## src/rtl/sm_pkg.sv

```systemverilog
// Shared types and default timing for the stepper-motor output stage.
package sm_pkg;

    typedef enum logic [2:0] {
        ST_DISABLED  = 3'd0,
        ST_EN_WAIT   = 3'd1,
        ST_IDLE      = 3'd2,
        ST_DIR_SETUP = 3'd3,
        ST_STEP_HIGH = 3'd4,
        ST_STEP_LOW  = 3'd5
    } sm_drv_state_t;

    localparam int POS_W_DEF       = 32;
    localparam int T_EN_SETUP_DEF  = 250;
    localparam int T_DIR_SETUP_DEF = 50;
    localparam int T_STEP_HIGH_DEF = 100;
    localparam int T_STEP_LOW_DEF  = 100;
    localparam int DROP_CNT_W      = 8;

    function automatic int max4(input int a, input int b, input int c, input int d);
        int m;
        m = a;
        if (b > m) m = b;
        if (c > m) m = c;
        if (d > m) m = d;
        return m;
    endfunction

endpackage

```

## src/rtl/sm_sync2.sv

```systemverilog
// Two-flop synchroniser for an asynchronous level input.
module sm_sync2 (
    input  logic clk,
    input  logic rst,
    input  logic d_i,
    output logic q_o
);

    logic meta_q;
    logic sync_q;

    always_ff @(posedge clk or posedge rst) begin
        if (rst) begin
            meta_q <= 1'b0;
            sync_q <= 1'b0;
        end else begin
            meta_q <= d_i;
            sync_q <= meta_q;
        end
    end

    assign q_o = sync_q;

endmodule

```

## src/rtl/sm_step_driver.sv

```systemverilog
// STEP/DIR/EN output stage with setup/pulse-width timing, position tracking and one-deep request buffer.
// Define SM_LIMIT_EN to synchronise lim_fwd/lim_rev and suppress steps into an asserted limit.
module sm_step_driver
    import sm_pkg::*;
#(
    parameter int POS_W       = POS_W_DEF,
    parameter int T_EN_SETUP  = T_EN_SETUP_DEF,
    parameter int T_DIR_SETUP = T_DIR_SETUP_DEF,
    parameter int T_STEP_HIGH = T_STEP_HIGH_DEF,
    parameter int T_STEP_LOW  = T_STEP_LOW_DEF
) (
    input  logic                  clk,
    input  logic                  rst,
    input  logic                  drv_pulse,
    input  logic                  dir_req,
    input  logic                  drv_en_SM,
    input  logic                  lim_fwd,
    input  logic                  lim_rev,
    input  logic                  clr,
    output logic                  step_out,
    output logic                  dir_out,
    output logic                  en_out,
    output logic [POS_W-1:0]      position,
    output logic [DROP_CNT_W-1:0] drop_cnt,
    output logic                  limit_fault,
    output logic                  busy,
    output sm_drv_state_t         dbg_state_o
);

    localparam int T_MAX   = max4(T_EN_SETUP, T_DIR_SETUP, T_STEP_HIGH, T_STEP_LOW);
    localparam int TIMER_W = $clog2(T_MAX) + 1;

    sm_drv_state_t         state_q, state_d;
    logic [TIMER_W-1:0]    timer_q, timer_d;
    logic                  pend_q, pend_d;
    logic                  pulse_q;
    logic                  step_q, step_d;
    logic                  dir_q, dir_d;
    logic                  en_q, en_d;
    logic [POS_W-1:0]      pos_q, pos_d;
    logic [DROP_CNT_W-1:0] drop_q, drop_d;
    logic                  req;
    logic                  go_step;
    logic                  blocked;

    assign req = drv_pulse & ~pulse_q;

`ifdef SM_LIMIT_EN
    logic lim_fwd_s;
    logic lim_rev_s;
    logic fault_q;

    sm_sync2 u_sync_fwd (.clk(clk), .rst(rst), .d_i(lim_fwd), .q_o(lim_fwd_s));
    sm_sync2 u_sync_rev (.clk(clk), .rst(rst), .d_i(lim_rev), .q_o(lim_rev_s));

    // dir_out is already the direction of the step being decided.
    assign blocked = dir_q ? lim_fwd_s : lim_rev_s;

    always_ff @(posedge clk or posedge rst) begin
        if (rst) begin
            fault_q <= 1'b0;
        end else if (clr) begin
            fault_q <= 1'b0;
        end else if (go_step && blocked) begin
            fault_q <= 1'b1;
        end
    end

    assign limit_fault = fault_q;
`else
    logic unused_lim;
    assign unused_lim  = lim_fwd ^ lim_rev;
    assign blocked     = 1'b0;
    assign limit_fault = 1'b0;
`endif

    always_ff @(posedge clk or posedge rst) begin
        if (rst) begin
            state_q <= ST_DISABLED;
            timer_q <= '0;
            pend_q  <= 1'b0;
            pulse_q <= 1'b0;
            step_q  <= 1'b0;
            dir_q   <= 1'b0;
            en_q    <= 1'b0;
            pos_q   <= '0;
            drop_q  <= '0;
        end else begin
            state_q <= state_d;
            timer_q <= timer_d;
            pend_q  <= pend_d;
            pulse_q <= drv_pulse;
            step_q  <= step_d;
            dir_q   <= dir_d;
            en_q    <= en_d;
            pos_q   <= pos_d;
            drop_q  <= drop_d;
        end
    end

    always_comb begin
        state_d = state_q;
        timer_d = timer_q;
        pend_d  = pend_q;
        step_d  = step_q;
        dir_d   = dir_q;
        en_d    = en_q;
        pos_d   = pos_q;
        drop_d  = drop_q;
        go_step = 1'b0;

        if (!drv_en_SM) begin
            state_d = ST_DISABLED;
            step_d  = 1'b0;
            en_d    = 1'b0;
            pend_d  = 1'b0;
        end else begin
            unique case (state_q)
                ST_DISABLED: begin
                    state_d = ST_EN_WAIT;
                    en_d    = 1'b1;
                    timer_d = TIMER_W'(T_EN_SETUP - 1);
                end
                ST_EN_WAIT: begin
                    if (timer_q == '0) state_d = ST_IDLE;
                    else               timer_d = timer_q - TIMER_W'(1);
                end
                ST_IDLE: begin
                    if (req || pend_q) begin
                        // Serving the buffered request while a new edge arrives re-arms the buffer.
                        pend_d = pend_q & req;
                        if (dir_req != dir_q) begin
                            dir_d   = dir_req;
                            state_d = ST_DIR_SETUP;
                            timer_d = TIMER_W'(T_DIR_SETUP - 1);
                        end else begin
                            go_step = 1'b1;
                        end
                    end
                end
                ST_DIR_SETUP: begin
                    if (timer_q == '0) go_step = 1'b1;
                    else               timer_d = timer_q - TIMER_W'(1);
                end
                ST_STEP_HIGH: begin
                    if (timer_q == '0) begin
                        state_d = ST_STEP_LOW;
                        step_d  = 1'b0;
                        timer_d = TIMER_W'(T_STEP_LOW - 1);
                    end else begin
                        timer_d = timer_q - TIMER_W'(1);
                    end
                end
                ST_STEP_LOW: begin
                    if (timer_q == '0) state_d = ST_IDLE;
                    else               timer_d = timer_q - TIMER_W'(1);
                end
                default: state_d = ST_DISABLED;
            endcase

            if (req && state_q != ST_IDLE && state_q != ST_DISABLED) begin
                if (!pend_q)            pend_d = 1'b1;
                else if (drop_q != '1)  drop_d = drop_q + DROP_CNT_W'(1);
            end

            if (go_step) begin
                if (blocked) begin
                    state_d = ST_IDLE;
                end else begin
                    state_d = ST_STEP_HIGH;
                    step_d  = 1'b1;
                    timer_d = TIMER_W'(T_STEP_HIGH - 1);
                    pos_d   = dir_q ? pos_q + POS_W'(1) : pos_q - POS_W'(1);
                end
            end
        end

        if (clr) begin
            pos_d  = '0;
            drop_d = '0;
        end
    end

    assign step_out    = step_q;
    assign dir_out     = dir_q;
    assign en_out      = en_q;
    assign position    = pos_q;
    assign drop_cnt    = drop_q;
    assign busy        = (state_q != ST_IDLE) && (state_q != ST_DISABLED);
    assign dbg_state_o = state_q;

endmodule
```

## config.mk

```make
export PLATFORM = sky130hd
export DESIGN_NAME = sm_step_driver
export DESIGN_NICKNAME = d
export VERILOG_FILES = /design/src/rtl/sm_pkg.sv /design/src/rtl/sm_sync2.sv /design/src/rtl/sm_step_driver.sv
export SDC_FILE = /design/constraint.sdc
export NUM_CORES = 1
export LEC_CHECK = 0
export BUFFER_PORTS_ARGS = -buffer_cell sky130_fd_sc_hd__buf_4
export CAP_MARGIN = 15
export CORE_ASPECT_RATIO = 1.5
export CORE_UTILIZATION = 40
export CTS_CLUSTER_SIZE = 10
export DETAILED_ROUTE_END_ITERATION = 6
export GPL_TIMING_DRIVEN = 0
export HOLD_SLACK_MARGIN = 0.05
export SLEW_MARGIN = 20
export SYNTH_ARGS = -nofsm -noshare
export SYNTH_HDL_FRONTEND = slang
export SYNTH_SLANG_ARGS = --single-unit
```

## constraint.sdc

```tcl
create_clock -name clk -period 8.8 [get_ports clk]
set_input_delay 0.44 -clock clk [delete_from_list [all_inputs] [get_ports clk]]
set_output_delay 0.44 -clock clk [all_outputs]
set_load 0.01 [all_outputs]
```

# Word-level counts from Yosys, hierarchy flattened
# Cells that the tools add are included.
[totals]
regBits = 57
word_cells = 94
[classes]
bitwise = 3
reduce_logical = 21
mux = 38
add_sub_neg = 4
eq_ne = 19
[op_table]
columns = ["cell", "count"]
rows = [
  ["$mux 32", 4],
  ["$mux 9", 5],
  ["$mux 8", 5],
  ["$pmux 9 s4", 1],
  ["$add 32x1->32 const B", 1],
  ["$sub 32x1->32 const B", 1],
  ["$mux 3", 6],
  ["$mux 1", 15],
  ["$pmux 3 s5", 1],
  ["$ne 4x4->1 const B", 3],
  ["$reduce_and 5->1", 2],
  ["$reduce_bool 2->1", 5],
  ["$logic_not 9->1", 1],
  ["$ne 3x3->1 const B", 3],
  ["$sub 9x1->9 const B", 1],
  ["$add 8x1->8 const B", 1],
  ["$ne 8x8->1 const B", 1],
  ["$reduce_and 4->1", 2],
  ["$eq 3x2->1 const B", 2],
  ["$eq 3x3->1 const B", 2],
  ["$ne 3x1->1 const B", 2],
  ["$ne 3x2->1 const B", 2],
  ["$reduce_bool 5->1", 1],
  ["$ne 4x2->1 const B", 1],
  ["13 further kinds", 17],
]

# Longest topological paths before layout
[depth]
depth_word = 9
mapped_depth = 11

# Worst setup path before layout
# Ideal clock, no wire load.
[synth_path]
path_kind = "reg2reg"
startpoint = "reg dir_q, in the netlist dir_out"
endpoint = "reg pos_q[21], in the netlist position[21]"
slack_ps = 5620
path_stages_with_launch = 12
t_arrival_ps = 3059
cell_sequence = "dfrtp_1 inv_1 ha_1 buf_2 a21oi_1 o21ai_0 a32oi_1 o311ai_2 a31oi_1 o21ai_0 xor2_1 a22o_1"
[synth_between]
elab_chain_cells = 7
word_cells_on_any_way = 11
classes_between = "eq/ne (1); mux (8); reduce/logical (2)"
[synth_rtl]
columns = ["element", "line_no", "rtl"]
rows = [
  ["start, declared", "sm_step_driver.sv:38", "logic dir_q, dir_d;"],
  ["start signal, assigned", "sm_step_driver.sv:94", "dir_q <= dir_d;"],
  ["$ne 1x1->1", "sm_step_driver.sv:132", "if (dir_req != dir_q) begin"],
  ["$mux 1", "sm_step_driver.sv:132", ""],
  ["$mux 1", "sm_step_driver.sv:129", "if (req || pend_q) begin"],
  ["$pmux 1 s2", "sm_step_driver.sv:118", "unique case (state_q)"],
  ["$mux 1", "sm_step_driver.sv:112", "if (!drv_en_SM) begin"],
  ["$reduce_bool 2->1 (no source line)", "-", ""],
  ["$reduce_and 2->1 (no source line)", "-", ""],
  ["end signal, assigned", "sm_step_driver.sv:96", "pos_q <= pos_d;"],
  ["end, declared", "sm_step_driver.sv:40", "logic [POS_W-1:0] pos_q, pos_d;"],
]
# Several ways; a longest one is shown, not always the timed one. The select of a mux whose other input is x is not followed.
# A chain may end at the register's enable or synchronous reset.

# Worst setup path in the final report
[layout_path]
startpoint = "reg dir_q, in the netlist dir_out"
endpoint = "reg pos_q[31], in the netlist position[31]"
# The elaborated chain is that of the path after synthesis.

==> metrics.txt <==
Ys Warns=0; reg2reg path depth=11; DP Cell Count=roughly 720; register clock-pin slew on the reported worst setup and hold paths=approximately 60 ps; IO buf count=51; top layer in use=met4; gp weighted congestion=around 0.9; Met2 Wirelength=slightly above 6000 um; Routed Antenna Nets=0; max_cap viols=0; Post-Synth XOR/XNOR Area=about 5.5%; power per cell area=151 mW/mm^2; post-synth cell types=64; Hold Vio Cnt, Final=0; crit start category=register; Filler Cell Count=about 1,000; Mapped Nets=approximately 560; DR vias/cell=5.71; num ports=56; Adder-Cell Fraction of Synth Area=about a tenth; initial antenna violation count=0; Die Ht=about 130 um; Max Freq=roughly 300 MHz; Hold Path End=pulse_q; post-DP HPWL=approximately 8600 um; n_diodes=0; fin crit share=39.0%; WL met3=~570 um; clock sink total=57; switching portion of total power=a little over a quarter; full die area=roughly 0.011 mm^2; Synth Area in Simple Gates=between 20% and 30%; FF-to-FF End=position[31]; Combinational Power Share=approximately 13%; Total GRT Usage=between 20% and 30%; flops & latches, synth=between 50 and 60; Synth Cell Area=approximately 0.0043 mm^2; leakage power=~2.4 nW; first-pass GRT wire length=between 15,000 and 20,000 um; met1 WL=about 4700 um; Tot Pwr=between 0.7 and 0.8 mW; Final #Nets=~630; R2R Setup Slk=between 5000 and 6000 ps; Synth Area in Compound Gates=a little under a quarter; initial core utilization=between 40% and 50%; CTS tree=built; post-synthesis instance total=roughly 520; largest net degree at the start of global routing=between 50 and 60; Net Sw Power=0.209 mW; vias in the first global route=~4,000; Die Wd=86.7 um; sequential fraction of the synthesis area=around a third; 1st-iter DRT viols=~280; EDFF count, synth=0; unrepaired setup endpoints after global routing=no; Routed WL=11,700 um; Reg power frac=35.5%; final core occ=between 40 and 50%; top_reg_cell synth=dfrtp_1; main combinational cell family by area after synthesis=compound AO/OA/AOI/OAI gates; status=completed; fraction of layout cells with a size suffix above 1=15.2%; GR Overflow Total=0; Arr. time, crit path=3680 ps; Root Buffer=clkbuf_16; vias post-DR=roughly 4,200; synth-to-layout area growth=22.0%; slowest library cell on the worst path=inv_2; H-tree depth=3; Max clock buf depth=2; Clock Latency Late Sink=340 ps; first-pass iteration count of the detailed router=5; crit path kind=register to register; PostCTS Resize Cnt=0; CP max FO=32; slew of the pin with the lowest slew margin=roughly 710 ps; critical path required time=~9100 ps; crit-path cells=inv_2 -> ha_1 -> clkbuf_2 -> nand4_1 -> nor4_1 -> nand3_1 -> o21ai_1 -> o211ai_1 -> and3_1 -> o31a_1 -> nor3_1; synthesized area per cell=~8.2 um^2; Cell Rows=46; VDD IR max=approximately 98 uV; final setup violating endpoints=0; PnR worst setup slack=5370 ps; Sum Neg Setup Slack=0 ps; CP Capture Type=register; Final min period=3430 ps; worst clock skew=approximately 6 ps; CORE AREA=0.0105 mm^2; reg2reg start=dir_out; Power Internal=0.585 mW; crit-path max cell delay=between 500 and 600 ps; Async S/R FF share, synth=between 90% and 100%; dpl ws=approximately 5400 ps; hold depth=1; Hold Path Class=input pin to register; Finished Layout Cells=736; DR WL/cell=around 16 um; Clock power frac=around half; Relative slew margins=roughly 53%; Hold Path Origin=drv_pulse; CTS buffer count=9; Slew Limit Fails=0; fraction of synthesized area in multiplexers=less than 1%; DRC Markers=0
area by class of cell:
class                      count  area (um^2)  area share [%]
tap                          144          180            3.43
inverter                      19         73.8            1.41
sequential                    57         1430            27.2
multi-input combinational    426         2700            51.5
clock inverter                 7          118            2.24
buffer                        21         98.8            1.88
timing repair buffer          53          420            8.01
clock buffer                   9          225            4.29
cells by family (layout without fill, tap and decap cells):
logic type                 Yosys count  in the layout
AOI/OAI and AO/OA                  164            164
xor gates and xnor gates            27             27
adders and majority gates           33             33
buffers and inverters               40            109
DFF                                 57             57
muxes                                2              2
other                                1              1
and+or+nand+nor                    199            199
power groups by stage:
| stage | clock [mW] | combinational [mW] | sequential [mW] |
|---|---|---|---|
| 3_5_place_dp | 0 | 0.101 | 0.287 |
| 6_report | 0.410 | 0.102 | 0.282 |
| 3_3_place_gp | 0 | 0.0977 | 0.286 |
| 4_1_cts | 0.419 | 0.102 | 0.282 |
| 2_1_floorplan | 0 | 0.0754 | 0.285 |
| 5_1_grt | 0.433 | 0.116 | 0.284 |
how the worst max path moves through the flow:
| stage | from | end | slack, ps | cells after the start |
|---|---|---|---|---|
| 6_report | dir_out | position[31] | 5370 | 11 |
| 4_1_cts | dir_out | position[21] | 5390 | 11 |
| 3_3_place_gp | dir_out | position[21] | 4980 | 11 |
| 5_1_grt | dir_out | position[31] | 5090 | 11 |
| 3_5_place_dp | dir_out | position[24] | 5420 | 10 |
| 2_1_floorplan | dir_out | position[21] | 5620 | 11 |
state kept, by name (all words and copies together), names as in the netlist:
name and cells:
position 32, timer_q 9, drop_cnt 8, dbg_state_o 3, dir_out 1, en_out 1, pend_q 1, pulse_q 1
step_out 1
synth_stat cells, types with 6 or more instances:
cell / n / share of area, %
nand2_1: 70 / 6.1
a21oi_1: 63 / 7.3
dfrtp_1: 57 / 33
o21ai_0: 35 / 4.1
nor2_1: 33 / 2.9
ha_1: 32 / 9.3
nand3_1: 21 / 2.4
inv_1: 19 / 1.7
xnor2_1: 16 / 3.3
nor3_1: 14 / 1.6
clkbuf_1: 12 / 1.0
xor2_1: 11 / 2.2
a21o_1: 10 / 1.7
a31oi_1: 10 / 1.5
nand4_1: 10 / 1.5
o211ai_1: 8 / 1.4
and3_1: 7 / 1.0
nor2b_1: 7 / 1.0
buf_2: 6 / 0.70
nand2b_1: 6 / 0.87
or3_1: 6 / 0.87
per-layer routing:
metal	GRT usage [%]	vias to the layer above
met3	4.68	23
li1	-	2045
met4	10.0	0
met2	40.8	128
met5	0	-
met1	24.9	2009
layout by cell type (no fill, tap or decap), types with 9 or more instances in the layout:
| cell | netlist | final |
|---|---|---|
| clkbuf_1 | 12 | 12 |
| buf_4 | 1 | 52 |
| a21oi_1 | 63 | 63 |
| nor3_1 | 14 | 14 |
| clkbuf_16 | 0 | 9 |
| a31oi_1 | 10 | 10 |
| o21ai_0 | 35 | 35 |
| xor2_1 | 11 | 11 |
| nand2_1 | 70 | 70 |
| xnor2_1 | 16 | 16 |
| nand4_1 | 10 | 10 |
| nor2_1 | 33 | 33 |
| inv_1 | 19 | 17 |
| nand3_1 | 21 | 21 |
| dfrtp_1 | 57 | 57 |
| ha_1 | 32 | 32 |
| a21o_1 | 10 | 10 |
per-stage QoR:
step,hold WS [ps],instance area (um^2)
finish,226,5250
global route,217,5250
CTS,217,5250
detailed placement,324,4890
global placement,487,4860
floorplan,471,4300
critical path, delay by kind of cell, from the launching register on:
family	cells	cell delay, ps
fa+ha+maj	1	240
simple gates	5	980
buf+inv	2	740
compound gates	3	900
flops	1	460
what timing repair did:
action	4_1_cts	5_1_grt
setup buffers	0	0
hold buffers	1	0
hold endpoints to repair	3	0
No activity file was read; power rests on OpenSTA's default activity.
